==> src/rtl/digit_box_reader.sv <==
// Raster-order readback of a rectangular digit box from a 1-bit frame buffer.
// Pixels go out over a valid/ready stream, and each pixel is tagged with row-start, row-end and box-end flags.
module digit_box_reader #(
  parameter int IMG_W  = 320,
  parameter int IMG_H  = 240,
  parameter int ADDR_W = 17
) (
  input  logic              clock,
  input  logic              rst_n,
  input  logic              start,
  input  logic [8:0]        left_in,
  input  logic [8:0]        right_in,
  input  logic [8:0]        top_in,
  input  logic [8:0]        bottom_in,
  output logic              rd_en,
  output logic [ADDR_W-1:0] rd_addr,
  input  logic              rd_data,
  output logic              pix_valid,
  input  logic              pix_ready,
  output logic              pix_data,
  output logic              pix_sol,
  output logic              pix_eol,
  output logic              pix_eof,
  output logic              busy,
  output logic              done,
  output logic              err_box
);

  localparam logic [8:0]        MAX_COL = 9'(IMG_W - 1);
  localparam logic [8:0]        MAX_ROW = 9'(IMG_H - 1);
  localparam logic [ADDR_W-1:0] STRIDE  = ADDR_W'(IMG_W);

  typedef enum logic [2:0] {
    S_IDLE,
    S_CHECK,
    S_READ,
    S_WAIT,
    S_OUT,
    S_FIN
  } state_t;

  state_t            state_q, state_d;
  logic [8:0]        left_q, right_q, top_q, bottom_q;
  logic [8:0]        left_d, right_d, top_d, bottom_d;
  logic [8:0]        col_q, row_q, col_d, row_d;
  logic [ADDR_W-1:0] row_base_q, row_base_d;
  logic              err_q, err_d;

  logic              rd_en_d;
  logic [ADDR_W-1:0] rd_addr_d;
  logic              pix_valid_d, pix_data_d, pix_sol_d, pix_eol_d, pix_eof_d;
  logic              busy_d, done_d, err_box_d;

  // NOTE: every signal gets a hold-value default before the case so that no path leaves it unassigned (no latches).
  always_comb begin
    state_d     = state_q;
    left_d      = left_q;
    right_d     = right_q;
    top_d       = top_q;
    bottom_d    = bottom_q;
    col_d       = col_q;
    row_d       = row_q;
    row_base_d  = row_base_q;
    err_d       = err_q;
    pix_valid_d = pix_valid;
    pix_data_d  = pix_data;
    pix_sol_d   = pix_sol;
    pix_eol_d   = pix_eol;
    pix_eof_d   = pix_eof;

    unique case (state_q)
      S_IDLE: begin
        if (start) begin
          left_d   = left_in;
          right_d  = (right_in > MAX_COL) ? MAX_COL : right_in;
          top_d    = top_in;
          bottom_d = (bottom_in > MAX_ROW) ? MAX_ROW : bottom_in;
          err_d    = 1'b0;
          state_d  = S_CHECK;
        end
      end

      S_CHECK: begin
        if ((left_q > right_q) || (top_q > bottom_q)) begin
          err_d   = 1'b1;
          state_d = S_FIN;
        end else begin
          col_d      = left_q;
          row_d      = top_q;
          row_base_d = ADDR_W'(top_q) * STRIDE;
          state_d    = S_READ;
        end
      end

      S_READ: state_d = S_WAIT;

      S_WAIT: begin
        pix_data_d  = rd_data;
        pix_sol_d   = (col_q == left_q);
        pix_eol_d   = (col_q == right_q);
        pix_eof_d   = (col_q == right_q) && (row_q == bottom_q);
        pix_valid_d = 1'b1;
        state_d     = S_OUT;
      end

      S_OUT: begin
        if (pix_ready) begin
          pix_valid_d = 1'b0;
          if (pix_eof) begin
            state_d = S_FIN;
          end else if (col_q == right_q) begin
            col_d      = left_q;
            row_d      = row_q + 9'd1;
            row_base_d = row_base_q + STRIDE;
            state_d    = S_READ;
          end else begin
            col_d   = col_q + 9'd1;
            state_d = S_READ;
          end
        end
      end

      S_FIN: state_d = S_IDLE;

      default: state_d = S_IDLE;
    endcase

    // The read strobe and the status outputs are registered from the next state, so they line up with the state they describe.
    rd_en_d   = (state_d == S_READ);
    rd_addr_d = rd_en_d ? (row_base_d + ADDR_W'(col_d)) : rd_addr;
    busy_d    = (state_d != S_IDLE);
    done_d    = (state_d == S_FIN);
    err_box_d = done_d && err_d;
  end

  // NOTE: all state uses non-blocking assignment, so every register samples pre-edge values and simulation matches hardware.
  always_ff @(posedge clock or negedge rst_n) begin
    if (!rst_n) begin
      state_q    <= S_IDLE;
      left_q     <= '0;
      right_q    <= '0;
      top_q      <= '0;
      bottom_q   <= '0;
      col_q      <= '0;
      row_q      <= '0;
      row_base_q <= '0;
      err_q      <= 1'b0;
      rd_en      <= 1'b0;
      rd_addr    <= '0;
      pix_valid  <= 1'b0;
      pix_data   <= 1'b0;
      pix_sol    <= 1'b0;
      pix_eol    <= 1'b0;
      pix_eof    <= 1'b0;
      busy       <= 1'b0;
      done       <= 1'b0;
      err_box    <= 1'b0;
    end else begin
      state_q    <= state_d;
      left_q     <= left_d;
      right_q    <= right_d;
      top_q      <= top_d;
      bottom_q   <= bottom_d;
      col_q      <= col_d;
      row_q      <= row_d;
      row_base_q <= row_base_d;
      err_q      <= err_d;
      rd_en      <= rd_en_d;
      rd_addr    <= rd_addr_d;
      pix_valid  <= pix_valid_d;
      pix_data   <= pix_data_d;
      pix_sol    <= pix_sol_d;
      pix_eol    <= pix_eol_d;
      pix_eof    <= pix_eof_d;
      busy       <= busy_d;
      done       <= done_d;
      err_box    <= err_box_d;
    end
  end

endmodule

==> config.mk <==
export PLATFORM = sky130hd
export DESIGN_NAME = digit_box_reader
export DESIGN_NICKNAME = d
export VERILOG_FILES = /design/src/rtl/digit_box_reader.sv
export SDC_FILE = /design/constraint.sdc
export NUM_CORES = 1
export LEC_CHECK = 0
export CAP_MARGIN = 40
export CORE_UTILIZATION = 43
export CTS_BUF_LIST = sky130_fd_sc_hd__clkbuf_4 sky130_fd_sc_hd__clkbuf_8 sky130_fd_sc_hd__clkbuf_16
export CTS_CLUSTER_SIZE = 40
export DETAILED_ROUTE_END_ITERATION = 8
export PLACE_DENSITY = 0.61
export SLEW_MARGIN = 20
export SYNTH_ARGS = -nofsm -noshare
export SYNTH_HDL_FRONTEND = slang
export SYNTH_SLANG_ARGS = --single-unit
export TNS_END_PERCENT = 1
==> constraint.sdc <==
create_clock -name clock -period 5.1 [get_ports clock]
set_clock_uncertainty 0.05 [all_clocks]
set_input_delay 0.51 -clock clock [delete_from_list [all_inputs] [get_ports clock]]
set_output_delay 0.51 -clock clock [all_outputs]
set_load 0.01 [all_outputs]
==> results of run 1 <==
metrics by stage:
stage | area (um2) | hold WS, ns | utilization [%]
finish | 7500 | 0.427 | 54.1
global route | 7500 | 0.457 | 54.1
CTS | 7430 | 0.214 | 53.6
detailed placement | 7100 | 0.415 | 51.1
global placement | 7080 | 0.408 | 51.0
floorplan | 6120 | 0.164 | -
logic make-up after synthesis:
family / count (synthesis) / synth area share, %
flops: 101 / 41.3
simple gates: 272 / 21.3
xor+xnor: 43 / 6.28
mux: 7 / 1.19
fa+ha+maj: 46 / 9.65
buf+inv: 57 / 3.80
compound gates: 163 / 16.5
sequential cells by signal (all words and copies together) (netlist names), 3 cells and up:
signal	count
bottom_q	9
col_q	9
left_q	9
rd_addr	17
right_q	9
row_base_q	17
row_q	9
state_q	3
top_q	9
per-layer routing:
| metal | track usage (%) | part of all wire [%] | up-vias |
|---|---|---|---|
| met1 | 33.4 | 48 | 2576 |
| met4 | 7.10 | 1.5 | 0 |
| met2 | 36.5 | 45 | 194 |
| met3 | 4.14 | 5.4 | 22 |
| met5 | 0 | 0 | - |
| li1 | - | - | 2596 |
report_power, final:
| group | switching, mW | internal, mW | leakage, nW |
|---|---|---|---|
| combinational | 1.51 | 1.11 | 2.00 |
| clock | 0.309 | 0.468 | 0.163 |
| sequential | 0.354 | 1.13 | 1.26 |
| total | 2.17 | 2.71 | 3.42 |
worst register-to-register path, delay by kind of cell (launching register included):
family | cells | cell delay, ns
AND/OR/NAND/NOR | 5 | 0.65
adder cells (fa/ha/maj) | 2 | 0.79
flip-flops | 1 | 0.47
buffers and inverters | 2 | 0.38
AO/OA/AOI/OAI | 11 | 2.31
worst max-delay path by stage:
stage / startpoint / end / slack, ns
6_report: top_q[6] / rd_addr[16] / 0.36
5_1_grt: top_q[6] / rd_addr[16] / -0.02
4_1_cts: top_q[8] / rd_addr[16] / 0.03
3_5_place_dp: top_q[8] / rd_addr[16] / 0.08
3_3_place_gp: top_q[8] / rd_addr[16] / 0.23
2_1_floorplan: left_q[6] / rd_addr[13] / 0.51
repair_timing:
action | in CTS | in global routing
setup endpoints to repair | 0 | 8
setup buffers | 0 | 1
gates resized for setup | 0 | 6
endpoints found under the hold margin | 0 | 3
hold buffers | 0 | 1
cell type report:
cell class	count	area (um2)	share of cell area [%]
timing repair buffer	95	906	12.1
multi-input combinational	531	3390	45.2
sequential	101	2530	33.7
clock buffer	13	268	3.57
inverter	31	116	1.55
tap	180	225	3.00
clock inverter	3	67.6	0.900
cell usage in the layout (no fill, tap or decap), types with 7 or more instances in the layout:
cell	instances
clkbuf_16	9
nor4_1	8
inv_1	31
a21oi_1	38
a31oi_1	10
nand2_1	124
nand2b_1	7
nand4_1	11
nand3_1	18
ha_1	44
clkdlybuf4s50_1	65
o21ai_0	53
dfrtp_1	101
nor2_1	49
xnor2_1	13
xor2_1	29
buf_4	27
o211ai_1	7
and2_1	8
==> metrics.txt, run 1 <==
cells along the critical path=ha_1, a21o_1, a21o_1, a221oi_1, o22a_1, nand2_1, buf_4, nand2_1, a222oi_1, buf_4, fa_1, nor2b_1, o21ai_0, a21boi_0, or3_1, a31oi_1, o21ai_2, nand3_1, o31a_1, o31ai_1; dominant cell type by area after synthesis=dfrtp_1; Seq/Total Area, Yosys=41.3%; Mapped Area=6120 um2; die area=approximately 15,000 um2; ant diodes=0; reg2reg start=top_q[6]; Synth Instances=roughly 700; worst r2r path cells=20; final worst slack=around 0.36 ns; DR WL/cell=about 17 um; PortBufs=66; Post-synth top cells=nand2_1 (124), dfrtp_1 (101), o21ai_0 (54); hold depth=2; H-tree levels=3; Tcrit/Tclk final=between 90% and 100%; # DRC=0; final setup TNS=0 ns; FFs w/ async S/R, synth=100%; Clock transition at path regs=0.07 ns; Die Span Y=around 120 um; CTS buffer count=9; vias in the first global route=a little over 5,000; Via Count=between 5,000 and 6,000; Area Growth Syn to Fin=22.7%; CP bufs+invs=2; FILL cells=about 1,300; clk_lat worst skew=0.36 ns; Rel. slew slack=52.8%; post-synthesis cell type count=between 60 and 70; Total Power=~4.9 mW; antenna viol nets, final=0; WP data arrival=roughly 5.0 ns; hold path start=rd_addr[2]; clk buf depth=2; worst reg2reg setup slack=between 0.3 and 0.4 ns; remaining global-route overflow=0; initial DRC count=around 430; Crit-path slowest cell=dfrtp_1; prevailing post-synth register cell=dfrtp_1; outcome=finished clean; Final GP Congestion=0.850; Core ar.=13,900 um2; flops & latches, synth=101; Max-cap violations=0; Hold Path Sink=rd_addr[2]; f_max=between 200 and 250 MHz; vias per std cell=5.65; final net count=between 800 and 900; num rows=43; Num Clock Sinks=101; Critical Path RT=about 5.3 ns; Synth area leaders=dfrtp_1 (41%), ha_1 (9.0%), nand2_1 (7.6%); routed wire length=between 15,000 and 20,000 um; share of cells above drive strength 1=8.53%; P per Cell Area=650 nW/um2; Worst path depth=20; critical path class=reg -> reg; Worst path max stage delay=0.47 ns; worst hold path class=reg -> reg; hpwl dp=12,400 um; final setup fails=0; Place WS=roughly 0.076 ns; number of instances in the placed design=between 900 and 1,000; peak supply drop=0.285 mV; Worst setup EP type=flip-flop; CTS tree=built; Worst R2R End=rd_addr[16]; IO Pins=67; largest net degree at the start of global routing=61; Finished Layout Cells=954; crit start category=flip-flop; syn nets=between 700 and 800; Post-synth EDFFs=0; first drt pass iteration count=6; initial core utilization=between 40% and 50%; final slew viol count=0; Mapped Avg Cell Area=about 8.9 um2; Synth warnings=0; min Tclk post-route=approximately 4.7 ns; first-pass GRT wire length=roughly 26,000 um; Die W=121 um; final hold vios=0; worst-path fanout max=10; Tot GR Track Use=23.6%; worst slew pin tran=0.706 ns; Root Buffer=clkbuf_16; most common cell in the netlist=nand2_1; Crit path max-delay family=compound AO/OA/AOI/OAI gates; LEAKAGE=3.42 nW; initial antenna violation count=0; share of the synthesized area in the top cell type=a little over 40%
No activity file was read; power rests on OpenSTA's default activity.
==> inputs of run 2 (changes only) <==
--- a/config.mk
+++ b/config.mk
@@ -6,10 +6,10 @@
 export NUM_CORES = 1
 export LEC_CHECK = 0
-export CAP_MARGIN = 40
 export CORE_UTILIZATION = 43
 export CTS_BUF_LIST = sky130_fd_sc_hd__clkbuf_4 sky130_fd_sc_hd__clkbuf_8 sky130_fd_sc_hd__clkbuf_16
 export CTS_CLUSTER_SIZE = 40
 export DETAILED_ROUTE_END_ITERATION = 8
-export PLACE_DENSITY = 0.61
+export DONT_BUFFER_PORTS = 1
+export PLACE_DENSITY = 0.55
 export SLEW_MARGIN = 20
 export SYNTH_ARGS = -nofsm -noshare
==> constraint.sdc (replaced) <==
create_clock -name clock -period 5.1 [get_ports clock]
set_clock_uncertainty 0.05 [all_clocks]
set_input_delay 1.02 -clock clock [delete_from_list [all_inputs] [get_ports clock]]
set_output_delay 1.02 -clock clock [all_outputs]
set_load 0.01 [all_outputs]
==> run 2 against run 1 <==
  * Utilization fell by 5.1 points
  * Global-route usage about the same
  * Maximum frequency fell by 1.9%
  * Clock-buffer cell count is 1 lower
  * First-iteration DRC count fell by 2.4%
  * Final area fell by 9.5%
  * Sequential power is essentially flat
  * Critical path type unchanged
==> metrics.txt, run 2 (synthesis gave the netlist of run 1 again) <==
outcome=finished clean; Placed Area=about 6400 um2; share of cells above drive strength 1=under 10%; Num Clock Sinks=a little over 100; Tot GR Track Use=between 20% and 30%; final setup fails=0; clk buf depth=2; Final GP Congestion=0.902; peak supply drop=approximately 0.28 mV; Via Count=a little over 5,000; CTS buffer count=9; worst-path fanout max=5; Die W=~120 um; vias in the first global route=around 5,000; clock network power share=between 10% and 20%; Clock transition at path regs=0.07 ns; num rows=between 40 and 50; switching power=roughly 2.1 mW; vias per std cell=~5.7; biggest regs=rd_addr x17, row_base_q x17; H-tree levels=3; IO Pins=67; initial DRC count=roughly 420; first drt pass iteration count=5; LEAKAGE=roughly 3.2 nW; DR WL/cell=between 15 and 20 um; fin area=6800 um2; remaining global-route overflow=0; WP data arrival=~5.0 ns; initial core utilization=between 40 and 50%; FILL cells=approximately 1,400; Tcrit/Tclk final=between 90% and 100%; Critical Path RT=5.30 ns; Area Growth Syn to Fin=11.1%; first-pass GRT wire length=about 27,000 um; Switching Fraction=~45%; register area=around 2500 um2; sequential share of power=around 32%; PortBufs=0; ant diodes=0; min Tclk post-route=just under 5 ns; post-layout util=49.0%; die area=14,700 um2; CTS tree=built; final slew viol count=0; antenna viol nets, final=0; f_max=between 200 and 250 MHz; final hold vios=0; Worst setup EP type=flip-flop; P per Cell Area=about 690 nW/um2; largest net degree at the start of global routing=around 100; Comb pwr share=about half; clk_lat worst skew=~0.35 ns; Rel. slew slack=56.6%; commonest cells after routing, fill and taps aside=nand2_1 (124), dfrtp_1 (101), o21ai_0 (53); critical path class=reg -> reg; Int Pwr=between 2 and 3 mW; most common cell after layout, fill and taps aside=nand2_1; Root Buffer=clkbuf_16; worst hold path class=in -> async; Die Span Y=around 120 um; routed wire length=~16,000 um; Max-cap violations=0; final net count=790; initial antenna violation count=0; crit start category=flip-flop; Core ar.=13,900 um2; multi-input logic area=between 3000 and 4000 um2; # DRC=0; hpwl dp=between 10,000 and 15,000 um; worst slew pin tran=0.648 ns
run 2: worst paths after layout:
kind	start	endpoint	slack [ns]	cells after the start
setup / recovery	bottom_q[6]	rd_addr[15]	0.27	21
hold / removal	rst_n	err_box	0.31	0
setup reg to reg	bottom_q[6]	rd_addr[15]	0.27	21
hold reg to reg	err_q	err_q	0.42	2
max in group asynchronous	rst_n	row_base_q[0]	4.54	0
min in group clock	err_q	err_q	0.42	2
run 2: critical path: stages, from the launching register on:
cell and delay, ns:
dfrtp_1 0.38, inv_1 0.07, ha_1 0.29, a21o_1 0.17, a21o_1 0.20, a221oi_2 0.39, o22ai_2 0.18, nand2_1 0.22
nand3_1 0.17, a222oi_1 0.48, inv_1 0.15, ha_1 0.32, a21o_1 0.17, a21oi_1 0.23, nand2b_1 0.14, a21boi_1 0.09
nor4_1 0.28, o31ai_1 0.13, buf_4 0.17, nand2_1 0.06, and4b_1 0.18, o31ai_1 0.22
run 2: stage by stage:
step | worst slack (ns) | hold slack [ns] | cells | setup TNS, ns | total power [mW]
final | 0.270 | 0.312 | 888 | 0 | 4.70
after global routing | -0.00396 | 0.292 | 888 | -0.00396 | 5.14
after CTS | 0.0819 | 0.299 | 886 | 0 | 4.71
after detailed placement | 0.0530 | 0.408 | 870 | 0 | 3.92
after global placement | 0.129 | 0.405 | 870 | 0 | 3.86
after floorplan | 0.511 | 0.385 | 689 | 0 | 3.14
run 2: timing repair:
item,CTS,global route
setup endpoints to repair,1,7
buffers inserted,0,1
gates resized for setup,1,5
hold buffers,0,0
pin swaps,0,1
run 2: power groups by stage:
stage	Combinational [mW]	Clock, mW	Sequential [mW]
detailed placement	2.39	0	1.53
global placement	2.34	0	1.52
finish	2.43	0.750	1.52
floorplan	1.73	0	1.41
CTS	2.42	0.767	1.52
global route	2.76	0.801	1.57
run 2: per-layer routing:
layer  part of all wire (%)  vias up  track usage, %
met4                    2.1        0            8.49
li1                       -     2469               -
met1                     48     2414            33.6
met3                    4.8       24            3.81
met2                     45      138            35.7
met5                      0        -               0
run 2: layout make-up:
type                    instances  share of cell area, %
well taps                     180                   3.31
repair buffers                 29                   3.26
clock buffers                  12                   3.65
inverters                      31                   1.71
flip-flops and latches        101                   37.2
clock inverters                 4                   1.07
multi-input cells             531                   49.8
==> inputs of run 3 (changes only) <==
- HOLD_SLACK_MARGIN: not set -> 0.02
==> results of run 3 <==
The final DEF is identical to that of run 2; final timing and power are the same.
==> patch: new RTL, settings of run 2 <==
Set the parameter `ADDR_W` to 34 (it was 17).
--- a/src/rtl/digit_box_reader.sv
+++ b/src/rtl/digit_box_reader.sv
@@ -5,3 +5,3 @@
   parameter int IMG_H  = 240,
-  parameter int ADDR_W = 17
+  parameter int ADDR_W = 34
 ) (
Interface: changed (resized rd_addr); port bits go from 67 to 84. The function was not compared with the original's and may differ.
==> patch against run 2 <==
  * Maximum frequency down 0.15%
  * Cell area grew 44%
  * Worst setup slack lost 0.0075 ns
  * Routed wire length is 50% higher
  * Synthesized area grew 40%
  * Core utilization is 1.1 points higher
  * Critical endpoint is now rd_addr[26]
  * Total power increased by 35%
  * Global-route usage increased by 0.88 points
  * First-iteration DRC count up 54%
  * Sequential cell count is 34 higher
  * Non-clock buffer count up 35
==> patch: results (changes against run 2) <==
| Metric | Value |
|---|---|
| Status | finished clean (unchanged) |
| Met2 usage | 0.3787 (was 0.3572) |
| CP Data Arrival Time | 5.14 ns (was 5.03 ns) |
| Post-DP Area | 0.009143 mm^2 (was 0.006441 mm^2) |
| Sw Pwr | 2.868 mW (was 2.135 mW) |
| Met2 Wirelength | 11060 um (was 7201 um) |
| GRT Resource Usage Total | 0.2443 (was 0.2355) |
| GRT met1 Usage | 0.3460 (was 0.3362) |
| Worst Tran Pin Value | 1.087 ns (was 0.6481 ns) |
| Pre-CTS setup slack | 0.02711 ns (was 0.05298 ns) |
| First-pass GRT wire length | 38130 um (was 26620 um) |
| Ranking of synthesized cells by area | dfrtp_1, ha_1, nand2_1 (unchanged) |
| M3 GR Usage | 0.04326 (was 0.03806) |
| Via-to-Cell Ratio | 5.765 (was 5.681) |
| Unique masters post-synth | 93 (was 62) |
| Syn nets | 1058 (was 776) |
| Mux contribution to synthesized area | 0.005983 (was 0.01186) |
| Gpl congestion | 0.8886 (was 0.9024) |
| Comb power | 3.24 mW (was 2.43 mW) |
| Synth Area per Inst | 8.831 um^2 (was 8.880 um^2) |
| Cells after DPL | 1254 (was 870) |
| Clock latency on the worst-skew pair | 0.43 ns (was 0.35 ns) |
| Leakage | 4.341 nW (was 3.153 nW) |
| Clock power frac | 0.189 (was 0.160) |
| Xor/xnor cell area share of the yosys netlist | 0.05516 (was 0.06278) |
| VDD IR max | 303.1 uV (was 280.7 uV) |
| DR WL/cell | 18.71 um (was 18.11 um) |
| Critical Path Max Stage Delay | 0.43 ns (was 0.48 ns) |
| WL met1 | 11630 um (was 7785 um) |
| H-tree depth | 4 (was 3) |
| DR iter-0 viols | 641 (was 415) |
| Final HPWL from detailed placement | 17470 um (was 12070 um) |
| Sequential fraction of the synthesis area | 0.3940 (was 0.4131) |
| Largest net degree at the start of global routing | 136 (was 102) |
| Biggest regs | rd_addr x34, row_base_q x34 (was rd_addr x17, row_base_q x17) |
| Vias in the first global route | 6890 (was 5011) |
| Sw frac | 0.4509 (was 0.4543) |
| Top cells by count, synth | dfrtp_1, nand2_1, nor2_1, a21oi_1, o21ai_0 (was nand2_1, dfrtp_1, o21ai_0, nor2_1, ha_1) |
| Worst Path Max Fanout | 6 (was 5) |
## patch: changes by cell type in the layout (fill, tap and decap cells not counted), sizes merged, moves of 15 or more
cell,delta
buf,+35
dfrtp,+34
nor2,+31
a21oi,+29
xnor2,+23
and3,+19
inv,+15
## patch: final timing paths
kind                                from       endpoint  slack [ns]
hold / removal                     rst_n        err_box        0.24
max in group asynchronous          rst_n  row_base_q[8]        4.39
min in group clock         row_base_q[2]  row_base_q[2]        0.43
hold reg to reg            row_base_q[2]  row_base_q[2]        0.43
setup reg to reg             bottom_q[6]    rd_addr[26]        0.26
setup / recovery             bottom_q[6]    rd_addr[26]        0.26
## patch: area by class of cell
type	count	area (um^2)
inverter	46	172.7
timing repair buffer	64	480.5
clock buffer	21	467.9
sequential	135	3378
multi-input combinational	745	4851
clock inverter	11	100.1
tap	265	331.6
fill	1895	9744
## patch: what timing repair did
item,CTS,global route
buffers inserted,0,1
pin swaps,0,3
endpoints found under the setup margin,3,22
gates resized for setup,1,10
